==> src/rtl/lfsr_counter_if.sv <==
// Control/status bundle for lfsr_counter.
// master drives the controls, slave is the counter itself.
interface lfsr_counter_if #(
    parameter int WIDTH = 8
);
    logic             en;
    logic             load;
    logic [WIDTH-1:0] seed;
    logic             match_en;
    logic [WIDTH-1:0] match;
    logic [WIDTH-1:0] q;
    logic             tc;
    logic             lock_err;

    modport master (
        output en, load, seed, match_en, match,
        input  q, tc, lock_err
    );

    modport slave (
        input  en, load, seed, match_en, match,
        output q, tc, lock_err
    );
endinterface

==> src/rtl/lfsr_counter.sv <==
// Fibonacci XNOR LFSR counter with free-run and modulus modes.
// All-ones is the lock-up state; it is never loaded or stepped into.
module xnor_gate (
    input  logic a,
    input  logic b,
    output logic y
);
    assign y = ~(a ^ b);
endmodule

module lfsr_counter #(
    parameter int WIDTH = 8
) (
    input logic           clk,
    input logic           rst_n,
    lfsr_counter_if.slave bus
);
    if (WIDTH < 3 || WIDTH > 16) begin : g_bad_width
        $error("lfsr_counter: WIDTH must be within 3..16");
    end

    // 1-based tap k of the maximal-length polynomial; 0 = unused slot.
    function automatic int tap_pos(input int w, input int k);
        int t0, t1, t2, t3;
        t2 = 0;
        t3 = 0;
        case (w)
            3:  begin t0 = 3;  t1 = 2;  end
            4:  begin t0 = 4;  t1 = 3;  end
            5:  begin t0 = 5;  t1 = 3;  end
            6:  begin t0 = 6;  t1 = 5;  end
            7:  begin t0 = 7;  t1 = 6;  end
            8:  begin t0 = 8;  t1 = 6;  t2 = 5; t3 = 4; end
            9:  begin t0 = 9;  t1 = 5;  end
            10: begin t0 = 10; t1 = 7;  end
            11: begin t0 = 11; t1 = 9;  end
            12: begin t0 = 12; t1 = 6;  t2 = 4; t3 = 1; end
            13: begin t0 = 13; t1 = 4;  t2 = 3; t3 = 1; end
            14: begin t0 = 14; t1 = 5;  t2 = 3; t3 = 1; end
            15: begin t0 = 15; t1 = 14; end
            16: begin t0 = 16; t1 = 15; t2 = 13; t3 = 4; end
            default: begin t0 = 3; t1 = 2; end
        endcase
        case (k)
            0:       return t0;
            1:       return t1;
            2:       return t2;
            default: return t3;
        endcase
    endfunction

    localparam int NT = (tap_pos(WIDTH, 2) == 0) ? 2 : 4;

    logic [WIDTH-1:0] q_r;
    logic             tc_r;
    logic             lock_r;
    logic [NT-1:0]    chain;
    logic             fb;
    logic [WIDTH-1:0] q_nxt;
    logic [WIDTH-1:0] reload;
    logic             seed_ones;
    logic             hit;
    logic             do_load;
    logic             do_wrap;
    logic             do_step;

    // An odd number of chained 2-input XNORs yields the XNOR of all taps.
    assign chain[0] = q_r[tap_pos(WIDTH, 0) - 1];

    for (genvar i = 1; i < NT; i++) begin : g_fb
        xnor_gate u_xnor (
            .a (chain[i-1]),
            .b (q_r[tap_pos(WIDTH, i) - 1]),
            .y (chain[i])
        );
    end

    assign fb        = chain[NT-1];
    assign q_nxt     = {q_r[WIDTH-2:0], fb};
    assign seed_ones = &bus.seed;
    assign reload    = seed_ones ? '0 : bus.seed;
    assign hit       = (q_r == bus.match);

    assign do_load = bus.load;
    assign do_wrap = !bus.load && bus.en && bus.match_en && hit;
    assign do_step = !bus.load && bus.en && !(bus.match_en && hit);

    // State, terminal-count and sticky lock-up flag; load beats wrap beats step.
    always_ff @(posedge clk or negedge rst_n) begin
        if (!rst_n) begin
            q_r    <= '0;
            tc_r   <= 1'b0;
            lock_r <= 1'b0;
        end else begin
            unique case (1'b1)
                do_load: begin
                    q_r    <= reload;
                    tc_r   <= 1'b0;
                    lock_r <= seed_ones;
                end
                do_wrap: begin
                    q_r  <= reload;
                    tc_r <= 1'b1;
                    if (seed_ones) begin
                        lock_r <= 1'b1;
                    end
                end
                do_step: begin
                    q_r  <= q_nxt;
                    tc_r <= 1'b0;
                end
                default: begin
                    tc_r <= 1'b0;
                end
            endcase
        end
    end

    assign bus.q        = q_r;
    assign bus.tc       = tc_r;
    assign bus.lock_err = lock_r;
endmodule

==> src/flat_wrapper.sv <==
// flat-port wrapper written by rule: the top's interface ports become plain ports
module lfsr_counter_flat 
#(
    parameter int WIDTH = 8
)
  (clk, rst_n, bus_en, bus_load, bus_seed, bus_match_en, bus_match, bus_q, bus_tc, bus_lock_err);
  lfsr_counter_if #(.WIDTH(WIDTH)) bus_i ();
  input logic clk;
  input logic rst_n;
  input wire logic [$bits(bus_i.en)-1:0] bus_en;
  input wire logic [$bits(bus_i.load)-1:0] bus_load;
  input wire logic [$bits(bus_i.seed)-1:0] bus_seed;
  input wire logic [$bits(bus_i.match_en)-1:0] bus_match_en;
  input wire logic [$bits(bus_i.match)-1:0] bus_match;
  output wire logic [$bits(bus_i.q)-1:0] bus_q;
  output wire logic [$bits(bus_i.tc)-1:0] bus_tc;
  output wire logic [$bits(bus_i.lock_err)-1:0] bus_lock_err;
  assign bus_i.en = bus_en;
  assign bus_i.load = bus_load;
  assign bus_i.seed = bus_seed;
  assign bus_i.match_en = bus_match_en;
  assign bus_i.match = bus_match;
  assign bus_q = bus_i.q;
  assign bus_tc = bus_i.tc;
  assign bus_lock_err = bus_i.lock_err;
  lfsr_counter #(.WIDTH(WIDTH)) u_core (.clk(clk), .rst_n(rst_n), .bus(bus_i));
endmodule
==> config.mk <==
export PLATFORM = sky130hd
export DESIGN_NAME = lfsr_counter_flat
export DESIGN_NICKNAME = d
export VERILOG_FILES = /design/src/rtl/lfsr_counter_if.sv /design/src/rtl/lfsr_counter.sv /design/src/flat_wrapper.sv
export SDC_FILE = /design/constraint.sdc
export NUM_CORES = 1
export LEC_CHECK = 0
export CORE_UTILIZATION = 46
export DETAILED_ROUTE_END_ITERATION = 8
export GPL_ROUTABILITY_DRIVEN = 0
export PLACE_DENSITY = 0.79
export RECOVER_POWER = 25
export SYNTH_ARGS = -nofsm -noshare
export SYNTH_HDL_FRONTEND = slang
export SYNTH_SLANG_ARGS = --single-unit
==> constraint.sdc <==
create_clock -name clk -period 2.36 [get_ports clk]
set_clock_uncertainty 0.2 [all_clocks]
set_input_delay 0.472 -clock clk [delete_from_list [all_inputs] [get_ports clk]]
set_output_delay 0.472 -clock clk [all_outputs]
set_load 0.05 [all_outputs]
======== Word level (Yosys, flattened, before mapping) ========
Index checks and enable logic that the tools add are counted.
storage, ports and cells
  bits in registers ....................... 10
  input bits .............................. 21
  output and inout bits ................... 10
cells by class
  eq/ne operators ......................... 2
  multiplexer cells ....................... 5
  bitwise logic cells ..................... 6
  reductions and logical operators ........ 12
operators with widths
  cell                count
  $pmux 8 s2          1
  $eq 8x8->1          1
  $mux 8              1
  $reduce_and 8->1    1
  $logic_and 1x1->1   5
  $reduce_bool 2->1   2
  $not 1->1           3
  $xor 1x1->1         3
  $logic_not 1->1     2
  $mux 1              2
  $ne 2x1->1 const B  1
  $pmux 1 s2          1
  $reduce_and 2->1    1
  $reduce_or 2->1     1

======== Logic depth before layout (Yosys ltp) ========
  word-level depth ........................ 7
  mapped depth ............................ 5
  depth with buffers taken out ............ 4

======== Hierarchy ========
A second synthesis with hierarchy kept.
second synthesis, totals
  cells, all modules ...................... 82
  area, all modules ....................... 739.5 um^2
modules (own cells, without submodules)
  module        instances  cells each  area an instance (um^2)  seq. area each (um^2)
  lfsr_counter  1          79          713.2                    250.2
  xnor_gate     3          1           8.8                      0.0

======== Worst setup path before layout ========
No wires, ideal clock.
  path type ............................... register -> register
  from .................................... reg u_core.q_r[1] (netlist: u_core.bus.q[1])
  to ...................................... reg u_core.q_r[1] (netlist: u_core.bus.q[1])
  data arrival time ....................... 1.757 ns
  slack ................................... 0.302 ns
  cell stages (with the launch flop) ...... 6
  path buffers ............................ 1
  clock period less this slack ............ 2.058 ns
  path through ............................ dfrtp_1 > xnor2_4 > nand4_4 > or3_1 > buf_6 > o311ai_2
between the ends
  cells in the longest elaborated chain, start to end .. 5
  elaborated cells on any way between the ends .. 8
  classes of those cells .................. eq/ne (1); mux (1); reduce/logical (6)
ends and longest elaborated chain
  item                                             RTL line             text
  start: declaration                               lfsr_counter.sv:54   logic [WIDTH-1:0] q_r;
  start signal: assignment                         lfsr_counter.sv:97   q_r <= reload;
  start signal: assignment                         lfsr_counter.sv:102  q_r <= reload;
  start signal: assignment                         lfsr_counter.sv:109  q_r <= q_nxt;
  $eq 8x8->1 *                                     lfsr_counter.sv:82   assign hit = (q_r == bus.match);
  $logic_and 1x1->1                                lfsr_counter.sv:86   assign do_step = !bus.load && bus.en && !(bus.match_en && hit);
  $logic_not 1->1                                  lfsr_counter.sv:86
  $logic_and 1x1->1                                lfsr_counter.sv:86
  $pmux 8 s2 or $reduce_bool 2->1 (tied branches)  -
Every way passes the cells marked *; elsewhere a longest branch is shown, timed or not.
A chain may end at the register's enable or synchronous reset.

======== Worst setup path in the final report ========
  from .................................... reg u_core.q_r[4] (netlist: u_core.bus.q[4])
  to ...................................... out bus_q[4]
RTL lines
  item              RTL line            text
  end: declaration  flat_wrapper.sv:15  output wire logic [$bits(bus_i.q)-1:0] bus_q;
No word-level cell between the ends.

==> reports/metrics.cfg <==
[setup_path]
criticalPathCategory=reg2out
cp-start-kind=flip-flop
r2r-end=u_core.bus.q[7]
worstPathBufferInverterCount=1
max_stage_delay_ps=860
crit_arrival_ps=1620
crit_chain=clkdlybuf4s50_1
cp-end-kind=primary output
r2r_slack_ps=450
critPathMaxFanout=6
endpoint=bus_q[4]
r2r_start=u_core.bus.q[2]
required_ps=1690
critPathTopFamily=buffers and inverters
startpoint=u_core.bus.q[4]
cp.depth=1
cpMaxStageDelayCell=clkdlybuf4s50_1
reg2regPathDepth=5

[yosys]
yosys.area.top_type=dfrtp_1
synth_nets=126
syn_area_per_cell_um2=9.41
syn_inst=105
synth_commonest_cells=10 x dfrtp_1, 10 x nand4_1, 9 x inv_1, 9 x nor2_1, 8 x a2bb2oi_1
muxShareOfSynthArea=0.0101
syn-cell-area_um2=988
netlist.area_leader.share=0.253
synth-xor-area-share=0.139
yosys_warnings=0
ys_seq_area_frac=0.253
synth_top_family_by_area=compound AO/OA/AOI/OAI gates
yosys-top-cells-area=dfrtp_1 25%, o311ai_2 12%, a2bb2oi_1 7.1%
ys_types=27
synthFlopType=dfrtp_1
ys_ff_latch=10
async_flop_share=1.00
synth_fa_ha_area_frac=0
synth-edff-count=0
synth-compound-area-share=0.328
synth-simple-area-share=0.178

[final_layout]
nNetsFinal=165
drive_gt1_frac=0.217
final_util=0.705
nFillCells=146
multi_input_comb_area_um2=648
design_area_um2=1400
seq_area_um2=250
syn_to_final_growth_pct=41.4
antenna_cells=0

[routing]
ant_nets=0
vias_per_cell=5.82
dr.pass1.iters=4
drt_first_iter_violations=40
routed_wirelength_um=2430
drc=0
via_count=990
wl_per_cell_um=14.3

[die]
chipHeight_um=48.4
die_area_um2=2340
rows=16
io_pins=31
die_w_um=48.4
initial_core_util=0.499
coreArea_um2=1980

[status]
outcome=complete, no violations

[clocking]
cts_root_buf=clkbuf_4
cts-resized-gates=0
cts.path.max_buffers=2
cts_tree=built
worstSkewPairLatency_ps=270
post-cts-setup-buffers=0
cts_buffers=3
clk_pin_slew_ps=60
cts_hold_buf=0
clkSinkCount=10
cts.htree.levels=1

[global_routing]
antenna_found_initial=0
grt_overflow_total=0
grt_pass1_wl_um=4040
grt_max_degree=11
track_usage=0.225
grt_pass1_vias=904

[timing]
worst_pin_slew_ps=600
finalHoldViolCount=0
relSlewSlack=0.598
period_share=0.969
report.final.slew_viol_count=0
finalSetupTns_ps=0
setup_viol_count_final=0
rsz0062_at_grt=false
fin_crit_ps=2290
clock.fmax_mhz=437
final.setup.worst_slack_ps=72.8
hold_slack_ps=341

[placed_design]
port_buffers=30
post-place-ws_ps=-11.2
dpl_cell_area_um2=1360
hpwl_um=1970

[power]
vdd_ir_drop_max_mv=0.301
pwr_density_cell_nw_per_um2=547
p_leak_nw=0.543

[hold_path]
worst_hold_path_type=reg2reg

[flow_run]
maxCapViolations=0

-- per-stage QoR --
stage / power, mW / instances
4_1_cts: 0.770 / 170
6_report: 0.765 / 170
3_5_place_dp: 0.618 / 166
5_1_grt: 0.804 / 170
3_3_place_gp: 0.608 / 166
2_1_floorplan: 0.481 / 105
-- cells in the final DEF (no fill, tap or decap) --
master           Yosys  routed
clkdlybuf4s50_1      0      28
buf_4                4      14
nand4_1             10      10
dfrtp_1             10      10
nor2_1               9       9
inv_1                9       9
a2bb2oi_1            8       8
a22oi_1              7       7
o211ai_1             7       7
o311ai_2             7       7
xnor2_1              5       5
nand2_1              3       3
xnor2_2              3       3
clkbuf_4             0       3
nand3_1              2       2
nor3_1               2       2
a21oi_1              2       2
a31oi_1              2       2
xor2_1               2       2
nand2b_1             1       1
xnor2_4              1       1
nand4_4              1       1
or3_1                1       1
or2_1                1       1
o31ai_2              1       1
or3b_1               1       1
mux2i_1              1       1
clkbuf_8             0       1
dlygate4sd3_1        0       1
-- worst min-delay path by stage --
stage                              from             endpoint  slack (ps)  cells after the start
floorplan                         rst_n  u_core.bus.lock_err         -20                      0
global placement    u_core.bus.lock_err  u_core.bus.lock_err         320                      2
detailed placement  u_core.bus.lock_err  u_core.bus.lock_err         320                      2
CTS                               rst_n      u_core.bus.q[5]         310                      1
global route        u_core.bus.lock_err  u_core.bus.lock_err         380                      2
finish              u_core.bus.lock_err  u_core.bus.lock_err         340                      2
-- area by class of cell --
cell class / count / share of cell area
flip-flops and latches: 10 / 0.179
multi-input cells: 77 / 0.464
clock buffers: 4 / 0.0260
repair buffers: 43 / 0.283
inverters: 9 / 0.0242
well taps: 27 / 0.0242
-- logic make-up (layout without fill, tap and decap cells) --
family                    count (synthesis)  count (layout)
muxes                                     1               1
xor gates and xnor gates                 11              11
DFF                                      10              10
AOI/OAI and AO/OA                        34              34
and+or+nand+nor                          31              31
buffers and inverters                    18              56
-- flip-flops by register name (all words and copies together), names as in the netlist --
name and flops:
u_core.bus.q 8, u_core.bus.lock_err 1, u_core.bus.tc 1
-- routing by layer --
layer  part of all wire  GRT usage
met1               0.45      0.275
met5                  0          0
met3              0.045     0.0252
met4              0.015      0.108
met2               0.49      0.392
-- power breakdown --
part	total (mW)	switching, mW	internal (mW)	leakage (nW)
clock	0.151	0.0572	0.0937	0.0210
sequential	0.235	0.0420	0.193	0.123
combinational	0.379	0.205	0.174	0.400
No activity file was read; power rests on OpenSTA's default activity.
